[config.mk]
export PLATFORM = sky130hd
export DESIGN_NAME = pipeline_fetch_flat
export DESIGN_NICKNAME = d
export VERILOG_FILES = /design/src/rtl/pipeline_pkg.sv /design/src/rtl/pipeline_fetch_if.sv /design/src/rtl/pipeline_fetch.sv /design/src/flat_wrapper.sv
export SDC_FILE = /design/constraint.sdc
export NUM_CORES = 1
export LEC_CHECK = 0
export CORE_ASPECT_RATIO = 0.5
export CORE_MARGIN = 1
export CORE_UTILIZATION = 49
export CTS_CLUSTER_SIZE = 16
export DETAILED_ROUTE_END_ITERATION = 8
export PLACE_DENSITY = 0.81
export SETUP_SLACK_MARGIN = 0.2
export SLEW_MARGIN = 10
export SYNTH_ARGS = -nofsm -noshare
export SYNTH_HDL_FRONTEND = slang
export SYNTH_SLANG_ARGS = --single-unit
[constraint.sdc]
create_clock -name clk -period 2.22 [get_ports clk]
set_input_delay 0.555 -clock clk [delete_from_list [all_inputs] [get_ports clk]]
set_output_delay 0.555 -clock clk [all_outputs]
set_load 0.01 [all_outputs]
[src/rtl/pipeline_pkg.sv]
// pipeline_pkg: shared types and constants for the instruction fetch stage.
package pipeline_pkg;
   localparam int XLEN = 32;
   localparam logic [XLEN-1:0] NOP_INSTR = 32'h0;
   typedef enum logic [1:0] {BOOT, RUN, DROP} fetch_state_t;
endpackage

[src/rtl/pipeline_fetch_if.sv]
// pipeline_fetch_if: instruction memory request/ack bus between fetch (master) and memory (slave).
interface pipeline_fetch_if;
   import pipeline_pkg::*;
   logic            imem_req;
   logic [XLEN-1:0] imem_addr;
   logic            imem_ack;
   logic [XLEN-1:0] imem_rdata;
   modport master (output imem_req, imem_addr, input imem_ack, imem_rdata);
   modport slave (input imem_req, imem_addr, output imem_ack, imem_rdata);
endinterface

[src/rtl/pipeline_fetch.sv]
// pipeline_fetch: single-outstanding instruction fetch with stall, redirect and in-flight drop.
module pipeline_fetch
   import pipeline_pkg::*;
#(
   parameter logic [XLEN-1:0] RESET_PC = 32'hBFC0_0000
) (
   input  logic                    clk,
   input  logic                    rst_n,
   input  logic                    f_stall,
   input  logic                    f_redirect,
   input  logic [XLEN-1:0]         f_redirect_pc,
   pipeline_fetch_if.master        imem,
   output logic                    f_available,
   output logic                    f_output,
   output logic [XLEN-1:0]         f_pc,
   output logic [XLEN-1:0]         f_instr
);
   fetch_state_t    state_q, state_d;
   logic [XLEN-1:0] pc_q, pc_d, tgt_q, tgt_d, f_pc_q, f_pc_d, f_instr_q, f_instr_d;
   logic            pending_q, pending_d, out_valid_q, out_valid_d, req, take;

   always_comb begin
      req = state_q == DROP ? 1'b1 :
            state_q == RUN  ? (pending_q | ((~out_valid_q | ~f_stall) & ~f_redirect)) : 1'b0;
      take = req & imem.imem_ack;
      state_d = state_q;
      pc_d = pc_q;
      tgt_d = tgt_q;
      out_valid_d = out_valid_q;
      f_pc_d = f_pc_q;
      f_instr_d = f_instr_q;
      pending_d = req & ~imem.imem_ack;
      case (state_q)
         BOOT: begin
            state_d = RUN;
            pc_d = f_redirect ? f_redirect_pc : pc_q;
         end
         DROP: begin
            tgt_d = f_redirect ? f_redirect_pc : tgt_q;
            if (take) begin
               pc_d = tgt_d;
               state_d = RUN;
            end
         end
         default: begin
            // a redirect racing an outstanding request must swallow its response
            if (f_redirect) begin
               out_valid_d = 1'b0;
               if (pending_q & ~imem.imem_ack) begin
                  tgt_d = f_redirect_pc;
                  state_d = DROP;
               end else begin
                  pc_d = f_redirect_pc;
               end
            end else if (take) begin
               f_instr_d = imem.imem_rdata;
               f_pc_d = pc_q;
               out_valid_d = 1'b1;
               pc_d = pc_q + 32'd4;
            end else if (~f_stall) begin
               out_valid_d = 1'b0;
            end
         end
      endcase
   end

   always_ff @(posedge clk or negedge rst_n) begin
      if (!rst_n) begin
         state_q <= BOOT;
         pc_q <= RESET_PC;
         tgt_q <= '0;
         pending_q <= 1'b0;
         out_valid_q <= 1'b0;
         f_pc_q <= '0;
         f_instr_q <= NOP_INSTR;
      end else begin
         state_q <= state_d;
         pc_q <= pc_d;
         tgt_q <= tgt_d;
         pending_q <= pending_d;
         out_valid_q <= out_valid_d;
         f_pc_q <= f_pc_d;
         f_instr_q <= f_instr_d;
      end
   end

   assign imem.imem_req = req;
   assign imem.imem_addr = pc_q;
   assign f_available = out_valid_q;
   assign f_output = out_valid_q;
   assign f_pc = f_pc_q;
   assign f_instr = f_instr_q;
endmodule

[src/flat_wrapper.sv]
// flat-port wrapper written by rule: the top's interface ports become plain ports
module pipeline_fetch_flat import pipeline_pkg::*;
#(
   parameter logic [XLEN-1:0] RESET_PC = 32'hBFC0_0000
)
  (clk, rst_n, f_stall, f_redirect, f_redirect_pc, f_available, f_output, f_pc, f_instr, imem_imem_req, imem_imem_addr, imem_imem_ack, imem_imem_rdata);
  pipeline_fetch_if imem_i ();
  input  logic clk;
  input  logic rst_n;
  input  logic f_stall;
  input  logic f_redirect;
  input  logic [XLEN-1:0] f_redirect_pc;
  output logic f_available;
  output logic f_output;
  output logic [XLEN-1:0] f_pc;
  output logic [XLEN-1:0] f_instr;
  output wire logic [$bits(imem_i.imem_req)-1:0] imem_imem_req;
  output wire logic [$bits(imem_i.imem_addr)-1:0] imem_imem_addr;
  input wire logic [$bits(imem_i.imem_ack)-1:0] imem_imem_ack;
  input wire logic [$bits(imem_i.imem_rdata)-1:0] imem_imem_rdata;
  assign imem_imem_req = imem_i.imem_req;
  assign imem_imem_addr = imem_i.imem_addr;
  assign imem_i.imem_ack = imem_imem_ack;
  assign imem_i.imem_rdata = imem_imem_rdata;
  pipeline_fetch #(.RESET_PC(RESET_PC)) u_core (.clk(clk), .rst_n(rst_n), .f_stall(f_stall), .f_redirect(f_redirect), .f_redirect_pc(f_redirect_pc), .imem(imem_i), .f_available(f_available), .f_output(f_output), .f_pc(f_pc), .f_instr(f_instr));
endmodule
---- Word level (Yosys, flattened, before mapping) ----
Cells that the tools add are included.
storage, ports and cells
  input bits .............................. 69
  output and inout bits ................... 99
  bits in registers ....................... 132
  word-level logic and storage cells ...... 57
operators by class
  bitwise logic cells ..................... 12
  equal/unequal tests ..................... 6
  reduce and logical (&&, ||, !) cells .... 12
  mux-type cells .......................... 19
  add/subtract/negate cells ............... 1
operators with widths
  operator               count
  $mux 32                8
  $pmux 32 s2            2
  $add 32x3->32 const B  1
  $reduce_and 3->1       3
  $mux 2                 3
  $not 1->1              6
  $reduce_bool 2->1      3
  $reduce_bool 3->1      2
  $mux 1                 5
  $and 1x1->1            4
  $ne 4x3->1 const B     1
  $pmux 2 s2             1
  $reduce_and 4->1       1
  $ne 3x1->1 const B     1
  $eq 2x1->1 const B     1
  $eq 2x2->1 const B     1
  $logic_not 2->1        1
  $ne 2x1->1 const B     1
  $ne 2x2->1 const B     1
  $or 1x1->1             2
  $reduce_and 2->1       1
  $reduce_or 2->1        1

---- Longest topological paths before layout ----
Gate-level depths: netlist of the first run.
  word-level depth ........................ 10
  depth in mapped cells ................... 8
  gate-level depth less buffers ........... 6

---- Worst setup path after synthesis of the first run ----
No wires, ideal clock.
  kind .................................... register to register
  start point ............................. reg u_core.pc_q[2], in the netlist u_core.imem.imem_addr[2]
  end point ............................... reg u_core.pc_q[22], in the netlist u_core.imem.imem_addr[22]
  path slack .............................. 177 ps
  stages on the path, launching flop included .. 7
  required time ........................... 2,126 ps
  data arrival time ....................... 1,949 ps
  cells stage by stage .................... dfrtp_1 ha_1 nand3_4 or4_4 nor3_4 nand2_2 o311ai_2
between the ends
  cells in the longest elaborated chain, start to end .. 4
ends and longest elaborated chain
  what                      line                  RTL
  start: declaration        pipeline_fetch.sv:19  logic [XLEN-1:0] pc_q, pc_d, tgt_q, tgt_d, f_pc_q, f_pc_d, f_instr_q, f_instr_d;
  start signal: assignment  pipeline_fetch.sv:78  pc_q <= pc_d;
  $add 32x3->32             pipeline_fetch.sv:59  pc_d = pc_q + 32'd4;
  $mux 32                   pipeline_fetch.sv:55  end else if (take) begin
  $mux 32                   pipeline_fetch.sv:47  if (f_redirect) begin
  $pmux 32 s2               pipeline_fetch.sv:33  case (state_q)
Every way passes these cells. The select of a mux whose other input is x is not followed.
A chain may end at the register's enable or synchronous reset.

---- Worst setup path in the final report of the first run ----
  start point ............................. reg u_core.pc_q[2], in the netlist u_core.imem.imem_addr[2]
  end point ............................... reg u_core.pc_q[30], in the netlist u_core.imem.imem_addr[30]
Same word-level chain as after synthesis.

==> results of run 1 <==
## synthesized netlist by cell type, types with 3 or more instances
| library cell | instances | area share |
|---|---|---|
| a21oi_1 | 24 | 0.019 |
| a221oi_1 | 3 | 0.0043 |
| a222oi_1 | 3 | 0.0049 |
| a22o_1 | 6 | 0.0085 |
| a2bb2oi_1 | 3 | 0.0043 |
| a31oi_1 | 8 | 0.0081 |
| a41oi_1 | 4 | 0.0057 |
| and2_1 | 4 | 0.0041 |
| and3_1 | 5 | 0.0051 |
| buf_2 | 14 | 0.011 |
| clkbuf_1 | 15 | 0.0091 |
| dfrtp_1 | 123 | 0.50 |
| dfstp_2 | 9 | 0.038 |
| inv_1 | 5 | 0.0030 |
| mux2_2 | 93 | 0.17 |
| mux2i_1 | 7 | 0.011 |
| nand2_1 | 14 | 0.0085 |
| nand2b_1 | 3 | 0.0030 |
| nand3_1 | 9 | 0.0073 |
| nand4_1 | 9 | 0.0091 |
| nor2_1 | 22 | 0.013 |
| nor2b_1 | 5 | 0.0051 |
| nor4_2 | 3 | 0.0061 |
| o211ai_1 | 5 | 0.0061 |
| o21a_1 | 3 | 0.0036 |
| o21ai_0 | 21 | 0.017 |
| o21ai_1 | 4 | 0.0032 |
| o221ai_1 | 3 | 0.0043 |
| o22a_1 | 12 | 0.017 |
| o22ai_1 | 17 | 0.017 |
## routing by layer
| layer | wire (um) | share of wire | vias up | GRT usage |
|---|---|---|---|---|
| li1 | - | - | 2321 | - |
| met1 | 7750 | 0.46 | 2527 | 0.352 |
| met2 | 7770 | 0.46 | 203 | 0.429 |
| met3 | 1000 | 0.060 | 21 | 0.0552 |
| met4 | 193 | 0.012 | 0 | 0.0972 |
| met5 | 0 | 0 | - | 0 |
## registers in the layout (all words and copies together), names as in the netlist
name	count
u_core.state_q	2
u_core.pending_q	1
u_core.f_pc	32
u_core.f_instr	32
u_core.imem.imem_addr	32
u_core.tgt_q	32
u_core.f_available	1
## how the worst min path moves through the flow
stage                         endpoint            start  slack, ps  cells past startpoint
global route        u_core.f_instr[19]            rst_n        100                      1
floorplan           u_core.f_available            rst_n        260                      0
detailed placement     u_core.f_pc[30]  u_core.f_pc[30]        470                      2
CTS                 u_core.f_instr[19]            rst_n         80                      1
finish              u_core.f_instr[19]            rst_n         70                      1
global placement       u_core.f_pc[30]  u_core.f_pc[30]        470                      2
## area by class of cell
cell class	count	share of cell area
Inverter	5	0.00209
Clock buffer	20	0.0509
Tap cell	165	0.0230
Timing Repair Buffer	223	0.239
Multi-Input combinational cell	331	0.300
Clock inverter	11	0.0144
Sequential cell	132	0.371
## per-stage QoR
step | TNS (ps) | setup slack, ps | hold WS [ps]
finish | 0 | 218 | 72.8
global route | 0 | 144 | 95.9
CTS | 0 | 142 | 83.4
detailed placement | -11660 | -286 | 472
global placement | -8910 | -181 | 466
floorplan | 0 | 204 | 259
## kinds of logic after synthesis
| logic type | after synthesis | synth area share |
|---|---|---|
| multiplexers | 102 | 0.185 |
| AND/OR/NAND/NOR | 99 | 0.0956 |
| adder cells (fa/ha/maj) | 1 | 0.00203 |
| buffers and inverters | 42 | 0.0381 |
| AO/OA/AOI/OAI | 129 | 0.143 |
| flip-flops | 132 | 0.537 |
## report_power, final
group / switching [uW] / internal, uW
registers: 407 / 3000
logic: 872 / 1290
clock network: 1060 / 1710
## critical path, delay by kind of cell (launching register included)
kind	cells	cell delay [ps]
buf+inv	1	180
compound gates	2	240
fa+ha+maj	1	210
simple gates	3	920
flops	1	360
## repair_timing
action / CTS / global route
resized for setup: 26 / 13
pin swaps: 3 / 5
setup endpoints to repair: 27 / 73
setup buffers: 5 / 4
hold buffers: 0 / 0
==> results.py, run 1 <==
metrics = {
    "setup_path": {
        "slowest_delay_ps": 550,
        "rr_startpoint": "u_core.imem.imem_addr[2]",
        "cp_max_fo": 3,
        "cp.arrival_ps": 2330,
        "reg2reg_depth": 7,
        "critPathLaunchType": "flop",
        "cp.required_ps": 2550,
        "setup.worst_path.end": "u_core.imem.imem_addr[30]",
        "worstSetupStartpoint": "u_core.imem.imem_addr[2]",
        "critPathSlowestCell": "or4_4",
        "r2r_slack_ps": 220,
        "crit_chain": "ha_2, nand3_4, or4_4, nor3_4, buf_4, a31oi_1, o22ai_1",
        "crit_path_end_kind": "flop",
        "crit_type": "reg -> reg",
        "worstReg2RegEnd": "u_core.imem.imem_addr[30]",
    },
    "timing": {
        "hold_viol": 0,
        "post-route-min-period_ps": 2000,
        "finalCritPeriodShare": 0.902,
        "clock.fmax_ghz": 0.499,
        "slew_violations": 0,
        "final-setup-viol-count": 0,
        "worst_pin_slew_ps": 515,
        "clock_skew_ps": 8.08,
        "rsz0062_at_grt": "yes",
        "max_slew_margin": 0.655,
    },
    "pwr": {
        "finalPower_uw": 8330,
        "power_density_nw_per_um2": 928,
        "max-vdd-ir-drop_mv": 0.595,
        "p_leak_uw": 0.00390,
    },
    "final_layout": {
        "drive_gt1_frac": 0.316,
        "n_antenna_cell": 0,
        "area_growth_pct": 45.4,
        "stdcell_count": 887,
        "final_area_um2": 8980,
        "nNetsFinal": 780,
        "final_common_cell": "clkdlybuf4s50_1",
        "fillers": 814,
        "fin_util": 0.745,
        "multi_input_area_um2": 2700,
        "layout_common_cells": "clkdlybuf4s50_1, dfrtp_1, mux2_2, buf_4, a21oi_1",
        "seq_area_um2": 3330,
    },
    "detailed_routing": {
        "via_per_inst": 5.72,
        "drt_iter0_markers": 397,
        "drt_pass1_iterations": 5,
        "via_count": 5072,
        "drc": 0,
        "wire_per_inst_um": 18.8,
        "wl_um": 16700,
        "ant_nets": 0,
    },
    "global_route": {
        "grt_max_degree": 57,
        "grt_antenna_before_repair": 0,
        "grt_pass1_wl_um": 26500,
        "grt.total_usage": 0.263,
        "grt.overflow.total": 0,
        "grt_pass1_vias": 5170,
    },
    "clock_tree": {
        "cts.sinks": 132,
        "root_buffer": "clkbuf_16",
        "clock_latency_ps": 410,
        "cts_made_buffers": 17,
        "htreeDepth": 4,
        "clock_path_buffers": 2,
        "cts.clk_slew.worst_paths_ps": 60,
        "tritoncts": "done",
    },
    "synth": {
        "ys_seq_elements": 132,
        "synth-edff-count": 0,
        "synth_cells": 505,
        "synth_nets": 575,
        "ys_seq_area_frac": 0.537,
        "ys_types": 67,
        "syn_area_um2": 6180,
        "synthArstFlopShare": 1.00,
        "syn_area_per_cell_um2": 12.2,
        "ys_warn_count": 0,
        "synth_top_flop_cell": "dfrtp_1",
    },
    "outcome": {
        "outcome": "finished clean",
    },
    "placed_design": {
        "hpwlAfterDp_um": 11600,
        "dpl.cell_count": 847,
        "port_buffers": 167,
        "place.gp.congestion": 0.825,
        "place_area_um2": 8280,
    },
    "worst_hold_path": {
        "hold_path.class": "in -> async",
    },
    "floorplan": {
        "coreArea_um2": 12100,
        "start_util": 0.512,
        "die-area_um2": 13100,
        "num_rows": 28,
        "fp.dieH_um": 81.4,
        "io_pins": 168,
        "die_x_um": 161,
    },
    "job": {
        "max-cap-violations": 0,
    },
}
Note: power is estimated with default switching activity, not from simulation.
==> run 2: changes to the inputs <==
Settings changed: REMOVE_ABC_BUFFERS from default to 1.
==> run 2 against run 1 <==
- total power increased by 1.2%
- routed wire length about the same
- register-to-register slack got worse by 20 ps
- clock-buffer cell count decreased by 2
- fmax decreased by 1.2%
- non-clock buffer count unchanged
- worst setup slack got worse by 25 ps
- clock power increased by 3%
- critical path type unchanged
==> results.py, run 2 (synthesis gave the netlist of run 1 again) <==
metrics = {
    "outcome": {
        "outcome": "finished clean",
    },
    "detailed_routing": {
        "wl_um": 16700,
        "drt_iter0_markers": 496,
        "drc": 0,
        "drt_pass1_iterations": 5,
        "via_count": 5154,
        "wire_per_inst_um": 18.8,
        "ant_nets": 0,
        "via_per_inst": 5.81,
    },
    "timing": {
        "fin_setup_tns_ps": 0,
        "finalCritPeriodShare": 0.913,
        "clock.fmax_ghz": 0.493,
        "clock_skew_ps": 8.33,
        "hold_viol": 0,
        "final-setup-viol-count": 0,
        "max_slew_margin": 0.647,
        "post-route-min-period_ps": 2030,
        "rsz0062_at_grt": "yes",
        "worst_pin_slew_ps": 526,
        "slew_violations": 0,
    },
    "final_layout": {
        "n_antenna_cell": 0,
        "final_common_cell": "clkdlybuf4s50_1",
        "drive_gt1_frac": 0.321,
        "multi_input_area_um2": 2720,
        "fin_util": 0.756,
        "area_growth_pct": 47.5,
        "layout_common_cells": "clkdlybuf4s50_1, dfrtp_1, mux2_2, buf_4, a21oi_1",
        "stdcell_count": 887,
        "nNetsFinal": 780,
        "fillers": 781,
        "seq_area_um2": 3330,
    },
    "pwr": {
        "max-vdd-ir-drop_mv": 0.516,
        "p_leak_uw": 0.00395,
        "power_density_nw_per_um2": 925,
    },
    "clock_tree": {
        "cts.sinks": 132,
        "root_buffer": "clkbuf_16",
        "cts.clk_slew.worst_paths_ps": 60,
        "clock_latency_ps": 420,
        "clock_path_buffers": 2,
        "htreeDepth": 4,
        "tritoncts": "done",
        "cts_made_buffers": 17,
    },
    "global_route": {
        "met1_usage": 0.328,
        "grt_busiest_layer": "met2",
        "grt.total_usage": 0.257,
        "grt.overflow.total": 0,
        "met3_usage": 0.0501,
        "grt_max_degree": 48,
        "grt_antenna_before_repair": 0,
        "grt_pass1_vias": 5090,
        "grt_use_met2": 0.451,
        "grt_pass1_wl_um": 25900,
    },
    "floorplan": {
        "die_x_um": 161,
        "start_util": 0.512,
        "coreArea_um2": 12100,
        "fp.dieH_um": 81.4,
        "io_pins": 168,
        "die-area_um2": 13100,
        "num_rows": 28,
    },
    "worst_hold_path": {
        "hold_path.class": "in -> async",
    },
    "placed_design": {
        "hpwlAfterDp_um": 11300,
        "place.gp.congestion": 0.850,
        "port_buffers": 167,
        "dpl.cell_count": 844,
    },
    "job": {
        "max-cap-violations": 0,
    },
    "setup_path": {
        "cp.required_ps": 2560,
        "cp.arrival_ps": 2370,
        "crit_path_end_kind": "flop",
        "crit_type": "reg -> reg",
        "cp_max_fo": 3,
        "slowest_delay_ps": 600,
        "crit_chain": "ha_4, nand3_4, or4_4, nor3_4, buf_6, a31oi_4, o22ai_2",
        "critPathLaunchType": "flop",
        "critPathSlowestCell": "or4_4",
    },
}
[run 2: cell types whose count changed in the layout (fill, tap and decap cells not counted), sizes merged]
cell	change
clkinvlp	+3
clkbuf	-2
dlymetal6s2s	+2
bufinv	+1
clkdlybuf4s50	-1
clkinv	-1
dlygate4sd2	-1
inv	-1
[run 2: path summary, 6_finish.rpt]
check	start	to	slack, ps	cells after the start
max in group asynchronous	rst_n	u_core.imem.imem_addr[28]	1490	2
hold / removal	rst_n	u_core.imem.imem_addr[3]	70	1
min in group clk	u_core.f_pc[6]	u_core.f_pc[6]	490	2
setup reg to reg	u_core.imem.imem_addr[3]	u_core.imem.imem_addr[30]	190	7
hold reg to reg	u_core.f_pc[6]	u_core.f_pc[6]	490	2
setup / recovery	u_core.imem.imem_addr[3]	u_core.imem.imem_addr[30]	190	7
[run 2: metrics by stage]
stage / total power, uW / instance area, um2 / hold slack [ps] / setup WS, ps
final: 8430 / 9110 / 71.7 / 193
after global routing: 8800 / 9110 / 111 / 135
after CTS: 8430 / 8950 / 88.7 / 148
after detailed placement: 5560 / 8310 / 477 / -254
after global placement: 5470 / 8310 / 468 / -207
after floorplan: 4250 / 5960 / 259 / -2100
[run 2: final cells by class]
class	count	share of cell area
clock buffer	18	0.0482
sequential	132	0.366
multi-input combinational	331	0.298
timing repair buffer	223	0.246
clock inverter	13	0.0176
tap	165	0.0227
inverter	5	0.00206
[run 2: layer usage]
| metal | routed length, um | share of wire |
|---|---|---|
| met5 | 0 | 0 |
| met4 | 189 | 0.011 |
| met3 | 1160 | 0.069 |
| met2 | 8310 | 0.50 |
| met1 | 7060 | 0.42 |
[run 2: where the power goes]
part / leakage [uW] / internal [uW] / switching (uW) / total (uW)
Clock: 0.000280 / 1780 / 1060 / 2850
Combinational: 0.00204 / 1310 / 870 / 2180
Sequential: 0.00163 / 3000 / 404 / 3400
[run 2: worst max-delay path: cells and delay by family (launching register included)]
kind                     cells  cell delay [ps]
AO/OA/AOI/OAI                2              250
adder cells (fa/ha/maj)      1              170
buffers and inverters        1              160
flip-flops                   1              400
AND/OR/NAND/NOR              3              970
[run 2: repair_timing]
action / CTS / global route
gates resized for setup: 26 / 23
setup buffers: 3 / 9
hold buffers: 0 / 0
setup endpoints to repair: 26 / 54
pin swaps: 3 / 7
